**config.mk**
```make
export PLATFORM = sky130hd
export DESIGN_NAME = csr_access_arbiter
export DESIGN_NICKNAME = d
export VERILOG_FILES = /design/src/rtl/csr_access_arbiter.sv
export SDC_FILE = /design/constraint.sdc
export NUM_CORES = 1
export LEC_CHECK = 0
export BUFFER_PORTS_ARGS = -buffer_cell sky130_fd_sc_hd__buf_2
export CAP_MARGIN = 40
export CELL_PAD_IN_SITES_DETAIL_PLACEMENT = 1
export CELL_PAD_IN_SITES_GLOBAL_PLACEMENT = 1
export CORE_MARGIN = 1
export CORE_UTILIZATION = 30
export CTS_CLUSTER_DIAMETER = 150
export DETAILED_ROUTE_END_ITERATION = 16
export PLACE_DENSITY_LB_ADDON = 0.05
export SYNTH_ARGS = -nofsm -noshare
export SYNTH_HDL_FRONTEND = slang
export SYNTH_SLANG_ARGS = --single-unit
```
**constraint.sdc**
```tcl
create_clock -name clk -period 1.8 [get_ports clk]
set_input_delay 0.36 -clock clk [delete_from_list [all_inputs] [get_ports clk]]
set_output_delay 0.36 -clock clk [all_outputs]
set_load 0.005 [all_outputs]
```
**src/rtl/csr_access_arbiter.sv**
```systemverilog
// Two-requester (core ID stage, debug unit) arbiter for the single CSR port: IDLE -> ACCESS -> RESP.
// Optional macro CSR_ARB_DIFT_PROTECT_EN: core writes to 0x700/0x701 are demoted to reads and flagged with err.
module csr_access_arbiter #(
    parameter int STARVE_LIMIT = 4,
    parameter int CNT_W        = $clog2(STARVE_LIMIT + 1)
) (
    input  logic        clk,
    input  logic        rst_n,
    input  logic        core_req_i,
    input  logic [11:0] core_addr_i,
    input  logic [31:0] core_wdata_i,
    input  logic [1:0]  core_op_i,
    output logic        core_gnt_o,
    output logic        core_rvalid_o,
    input  logic        core_rready_i,
    output logic [31:0] core_rdata_o,
    output logic        core_err_o,
    input  logic        dbg_req_i,
    input  logic [11:0] dbg_addr_i,
    input  logic [31:0] dbg_wdata_i,
    input  logic [1:0]  dbg_op_i,
    output logic        dbg_gnt_o,
    output logic        dbg_rvalid_o,
    input  logic        dbg_rready_i,
    output logic [31:0] dbg_rdata_o,
    output logic        dbg_err_o,
    output logic        csr_access_o,
    output logic [11:0] csr_addr_o,
    output logic [31:0] csr_wdata_o,
    output logic [1:0]  csr_op_o,
    input  logic [31:0] csr_rdata_i,
    output logic        busy_o
);
    typedef enum logic [1:0] {IDLE, ACCESS, RESP} state_t;

    localparam logic [CNT_W-1:0] LIMIT_C = CNT_W'(STARVE_LIMIT);

    state_t            state_q;
    logic              owner_dbg_q;
    logic              rvalid_q;
    logic              err_q;
    logic [31:0]       rdata_q;
    logic [CNT_W-1:0]  cnt_q;
    logic              csr_access_q;
    logic [11:0]       addr_q;
    logic [31:0]       wdata_q;
    logic [1:0]        op_q;

    logic              any_req;
    logic              pick_dbg;
    logic              idle_ok;
    logic [11:0]       sel_addr;
    logic [31:0]       sel_wdata;
    logic [1:0]        sel_op;
    logic              prot_hit;
    logic              owner_rready;

    always_comb begin
        any_req   = core_req_i | dbg_req_i;
        pick_dbg  = dbg_req_i & (~core_req_i | (cnt_q == LIMIT_C));
        idle_ok   = rst_n & (state_q == IDLE);
        sel_addr  = pick_dbg ? dbg_addr_i  : core_addr_i;
        sel_wdata = pick_dbg ? dbg_wdata_i : core_wdata_i;
        sel_op    = pick_dbg ? dbg_op_i    : core_op_i;
`ifdef CSR_ARB_DIFT_PROTECT_EN
        // Only core-originated modifying ops on the protected pair are demoted.
        prot_hit  = ~pick_dbg & (core_op_i != 2'b00) &
                    ((core_addr_i == 12'h700) | (core_addr_i == 12'h701));
`else
        prot_hit  = 1'b0;
`endif
        owner_rready = owner_dbg_q ? dbg_rready_i : core_rready_i;
    end

    assign core_gnt_o    = idle_ok & any_req & ~pick_dbg;
    assign dbg_gnt_o     = idle_ok & pick_dbg;
    assign core_rvalid_o = rvalid_q & ~owner_dbg_q;
    assign dbg_rvalid_o  = rvalid_q & owner_dbg_q;
    assign core_rdata_o  = owner_dbg_q ? 32'h0 : rdata_q;
    assign dbg_rdata_o   = owner_dbg_q ? rdata_q : 32'h0;
    assign core_err_o    = err_q & ~owner_dbg_q;
    assign dbg_err_o     = err_q & owner_dbg_q;
    assign csr_access_o  = csr_access_q;
    assign csr_addr_o    = addr_q;
    assign csr_wdata_o   = wdata_q;
    assign csr_op_o      = op_q;
    assign busy_o        = (state_q != IDLE);

    always_ff @(posedge clk) begin
        if (!rst_n) begin
            state_q      <= IDLE;
            owner_dbg_q  <= 1'b0;
            rvalid_q     <= 1'b0;
            err_q        <= 1'b0;
            rdata_q      <= 32'h0;
            cnt_q        <= '0;
            csr_access_q <= 1'b0;
            addr_q       <= 12'h0;
            wdata_q      <= 32'h0;
            op_q         <= 2'b00;
        end else begin
            case (state_q)
                IDLE: begin
                    if (any_req) begin
                        owner_dbg_q  <= pick_dbg;
                        addr_q       <= sel_addr;
                        wdata_q      <= sel_wdata;
                        op_q         <= prot_hit ? 2'b00 : sel_op;
                        err_q        <= prot_hit;
                        csr_access_q <= 1'b1;
                        state_q      <= ACCESS;
                        if (pick_dbg) begin
                            cnt_q <= '0;
                        end else if (dbg_req_i && (cnt_q != LIMIT_C)) begin
                            cnt_q <= cnt_q + CNT_W'(1);
                        end
                    end
                end
                ACCESS: begin
                    // Captures the pre-write value; the CSR file updates on this same edge.
                    rdata_q      <= csr_rdata_i;
                    csr_access_q <= 1'b0;
                    op_q         <= 2'b00;
                    rvalid_q     <= 1'b1;
                    state_q      <= RESP;
                end
                RESP: begin
                    if (owner_rready) begin
                        rvalid_q <= 1'b0;
                        state_q  <= IDLE;
                    end
                end
                default: state_q <= IDLE;
            endcase
        end
    end
endmodule

```
# Word-level counts from Yosys, hierarchy flattened
# Index checks and enable logic that the tools add are counted.
# word_totals
in_bits	130
output_inout_bits	118
regBits	86
# op_classes
n_eq_ne	6
n_reduce_logical	11
mux	17
addsub	1
n_bitwise	12
# op_table
operator	n
$mux 32	3
$mux 12	1
$mux 2	4
$reduce_and 2->1	4
$reduce_bool 2->1	4
$and 1x1->1	7
$mux 3	2
$pmux 2 s3	1
$ne 2x2->1 const B	2
$pmux 1 s2	2
$pmux 2 s2	1
$add 3x1->3 const B	1
$eq 3x3->1 const B	1
$mux 1	3
$ne 3x3->1 const B	1
$not 1->1	3
$reduce_and 3->1	1
$eq 2x1->1 const B	1
$eq 2x2->1 const B	1
$logic_not 2->1	1
$or 1x1->1	2
$logic_and 1x1->1	1

# Depth between registers and ports, before layout
# logic_depth
word_depth	6
depth_mapped	7
mapped_depth_nobuf	5

# Worst setup path before layout
# Ideal clock, no wire load.
# synth_path
path_type	register to output
from	reg cnt_q[0]
to	out core_gnt_o
path_slack_ps	122
n_path_buf	2
arrival_ps	1318
stages_incl_launch_ff	7
required_ps	1440
cell_sequence	dfxtp_1 > inv_1 > ha_1 > a21bo_1 > buf_6 > clkbuf_1 > a21boi_0
# synth_between
elab_chain_cells	5
# synth_lines
item	line_no	source
start: declaration	43	logic [CNT_W-1:0] cnt_q;
start signal: assignment	115	cnt_q <= cnt_q + CNT_W'(1);
$eq 3x3->1	60	pick_dbg = dbg_req_i & (~core_req_i | (cnt_q == LIMIT_C));
$or 1x1->1	60	
$and 1x1->1	60	
$not 1->1	75	assign core_gnt_o = idle_ok & any_req & ~pick_dbg;
$and 1x1->1	75	
end: declaration	13	output logic core_gnt_o,
# Every way passes these cells.

# Worst setup path in the final report
# layout_path
from	reg state_q[0]
to	out core_gnt_o
# layout_between
elab_chain_cells	4
# layout_lines
item	line_no	source
start: declaration	38	state_t state_q;
start signal: assignment	91	state_q <= IDLE;
start signal: assignment	111	state_q <= ACCESS;
start signal: assignment	125	state_q <= RESP;
$logic_not 2->1	61	idle_ok = rst_n & (state_q == IDLE);
$and 1x1->1	61	
$and 1x1->1 (2 in a row)	75	
# Every way passes these cells.

==> results.cfg <==
[outcome]
outcome = finished with violations
violations = setup timing

[flow_run]
cap_violations = 0

[sta]
fin_ws_ps = -1.29
skew_ps = 6.30
finalMaxSlewViolations = 0
rsz0062_at_grt = yes
max_freq_mhz = 555
fin_hold_ws_ps = 251
hold_viol = 0
min_period_ps = 1800
finalSetupViolCount = 1
period_share_pct = 100
tns_ps = -1.29

[detailed_routing]
firstDrtPassIters = 4
avgRoutedWirePerCell_um = 16.4
post-route-drc-count = 0
route.vias.total = 4831
via_per_inst = 5.07
ant_nets = 0
first_iter_violations = 209
drt_wl_total_mm = 15.6

[clock_tree]
cts_hold_buf = 0
cts_buffer_depth = 2
cts_sinks = 86
path_clk_slew_ps = 60
clk_latency_ps = 340
clock-root-buffer = clkbuf_16
ctsHtreeMaxLevel = 3
cts_tree = yes
cts_buffers = 9

[global_route]
grt_overflow = 0
grt_first_pass_wirelength_mm = 24.1
grt_pass1_vias = 4772
track_usage_pct = 21.3
grt_antenna_before_repair = 0
grt_max_degree = 68

[cells_and_area]
drive_gt1_share_pct = 40.6
fin_nets = 903
multi_input_area_mm2 = 0.00221
layoutNonFillerInstCount = 952
regArea_mm2 = 0.00173
final_cell_mix = 245 x buf_2, 83 x a21oi_1, 81 x dfxtp_1
n_antenna_cell = 0
final_common_cell = buf_2
syn_to_final_growth_pct = 47.1
num-fill-cells = 1694

[placed_design]
port_buffers = 245
gp_congestion = 0.737
dp_hpwl_mm = 11.0
dp.cells = 925

[setup_path]
critPathRequiredTime_ps = 1440
critPathKind = reg -> out
rrSetupSlack_ps = 40
critPathLaunchType = register
crit_fanout = 5
r2r-start = state_q[0]
worstPathArrival_ps = 1440
ff2ff_path_depth = 7
r2r-end = csr_addr_o[5]
end_kind = primary output

[worst_hold_path]
holdPathStages = 3
min-delay-path-class = in -> reg
worstHoldStart = csr_rdata_i[2]
worst_hold_path.endpoint = rdata_q[2]

[pwr]
p_per_area_mw_per_mm2 = 895
peakVddDrop_mv = 0.477
finalPower_mw = 5.49
leakagePower_nw = 2.86

[yosys]
synth-seq-area-share_pct = 41.3
synthCells = 539
syn_area_mm2 = 0.00417
synth_seq_cells = 86
syn_area_per_cell_um2 = 7.74
yosysWarnings = 0
synth_cell_types = 33

[die]
start_util_pct = 31.1
chipWidth_um = 120
ios = 248
die_h_um = 120
core_mm2 = 0.0134
die-area_mm2 = 0.0144
row_count = 42
## cells in the mapped netlist
| cell type | instances | area (um2) |
|---|---|---|
| dfxtp_1 | 86 | 1720 |
| a21oi_1 | 83 | 415 |
| nand2_1 | 70 | 263 |
| nand3_1 | 47 | 235 |
| o21ai_0 | 47 | 235 |
| a311oi_1 | 44 | 385 |
| clkbuf_1 | 36 | 135 |
| and2_1 | 35 | 219 |
| nor2b_1 | 34 | 213 |
| buf_2 | 18 | 90.1 |
| inv_1 | 8 | 30.0 |
| nor2_1 | 3 | 11.3 |
| a32oi_1 | 2 | 17.5 |
| buf_4 | 2 | 15.0 |
| buf_6 | 2 | 22.5 |
| ha_1 | 2 | 25.0 |
| nor2_2 | 2 | 12.5 |
| o22ai_1 | 2 | 12.5 |
| or3_1 | 2 | 12.5 |
| a21bo_1 | 1 | 10.0 |
| a21boi_0 | 1 | 7.51 |
| a21boi_2 | 1 | 11.3 |
| a22oi_1 | 1 | 7.51 |
| buf_1 | 1 | 3.75 |
| clkbuf_2 | 1 | 5.00 |
| conb_1 | 1 | 3.75 |
| mux2i_1 | 1 | 10.0 |
| nand2b_1 | 1 | 6.26 |
| nand4_1 | 1 | 6.26 |
| nor3_1 | 1 | 5.00 |
| o32ai_1 | 1 | 8.76 |
| or2_2 | 1 | 6.26 |
| or3b_1 | 1 | 8.76 |
## logic make-up after synthesis
kind of cell	after synthesis	synth area share, %
fa+ha+maj	2	0.600
buf+inv	68	7.23
mux	1	0.240
compound gates	183	26.6
flops	86	41.3
other cells	1	0.0899
simple gates	198	23.9
## power breakdown
part	total, mW	switching, mW	internal (mW)
sequential	2.20	0.111	2.09
combinational	1.21	0.640	0.570
clock	2.08	0.789	1.29
total	5.49	1.54	3.95
## sequential cells by signal (all words and copies together), names as in the netlist
name / cells
csr_wdata_o: 32
cnt_q: 3
rdata_q: 32
csr_addr_o: 12
rvalid_q: 1
state_q: 2
owner_dbg_q: 1
csr_access_o: 1
csr_op_o: 2
## cell type report
type	instances	area share, %
clock buffer	11	4.12
clock inverter	5	1.33
inverter	8	0.530
multi-input combinational	386	36.1
sequential	86	28.2
tap	176	3.59
timing repair buffer	280	26.2
## through the flow
stage	setup slack (ps)	cell area [um2]	util [%]
6_report	-1.29	6140	45.8
5_1_grt	-90.5	6140	45.8
4_1_cts	0.620	6050	45.2
3_5_place_dp	58.2	5640	42.1
3_3_place_gp	-12.4	5620	41.9
2_1_floorplan	122	4180	-
## repair_timing
action | in CTS | in global routing
cloned | 0 | 1
setup buffers | 4 | 7
endpoints found under the setup margin | 2 | 2
gates resized for setup | 16 | 5
pin swaps | 3 | 5
## how the worst max path moves through the flow
stage | from | to | cells after the start
3_3_place_gp | core_req_i | csr_addr_o[10] | 4
3_5_place_dp | cnt_q[0] | cnt_q[0] | 6
2_1_floorplan | cnt_q[0] | core_gnt_o | 6
4_1_cts | state_q[1] | core_gnt_o | 6
6_report | state_q[0] | core_gnt_o | 5
5_1_grt | state_q[0] | core_gnt_o | 5
## worst max-delay path, stage by stage (launching register included)
cell	delay (ps)
dfxtp_4	370
nor2_4	210
inv_4	70
nor3_4	160
a21boi_2	160
buf_2	130
## routing by layer
layer / vias up / GRT usage, % / wire length, um
li1: 2372 / - / -
met1: 2267 / 24.7 / 6570
met2: 172 / 37.1 / 7570
met3: 20 / 5.37 / 1090
met4: 0 / 8.75 / 330
met5: - / 0 / 0
Power figures use the tool's default switching activity.
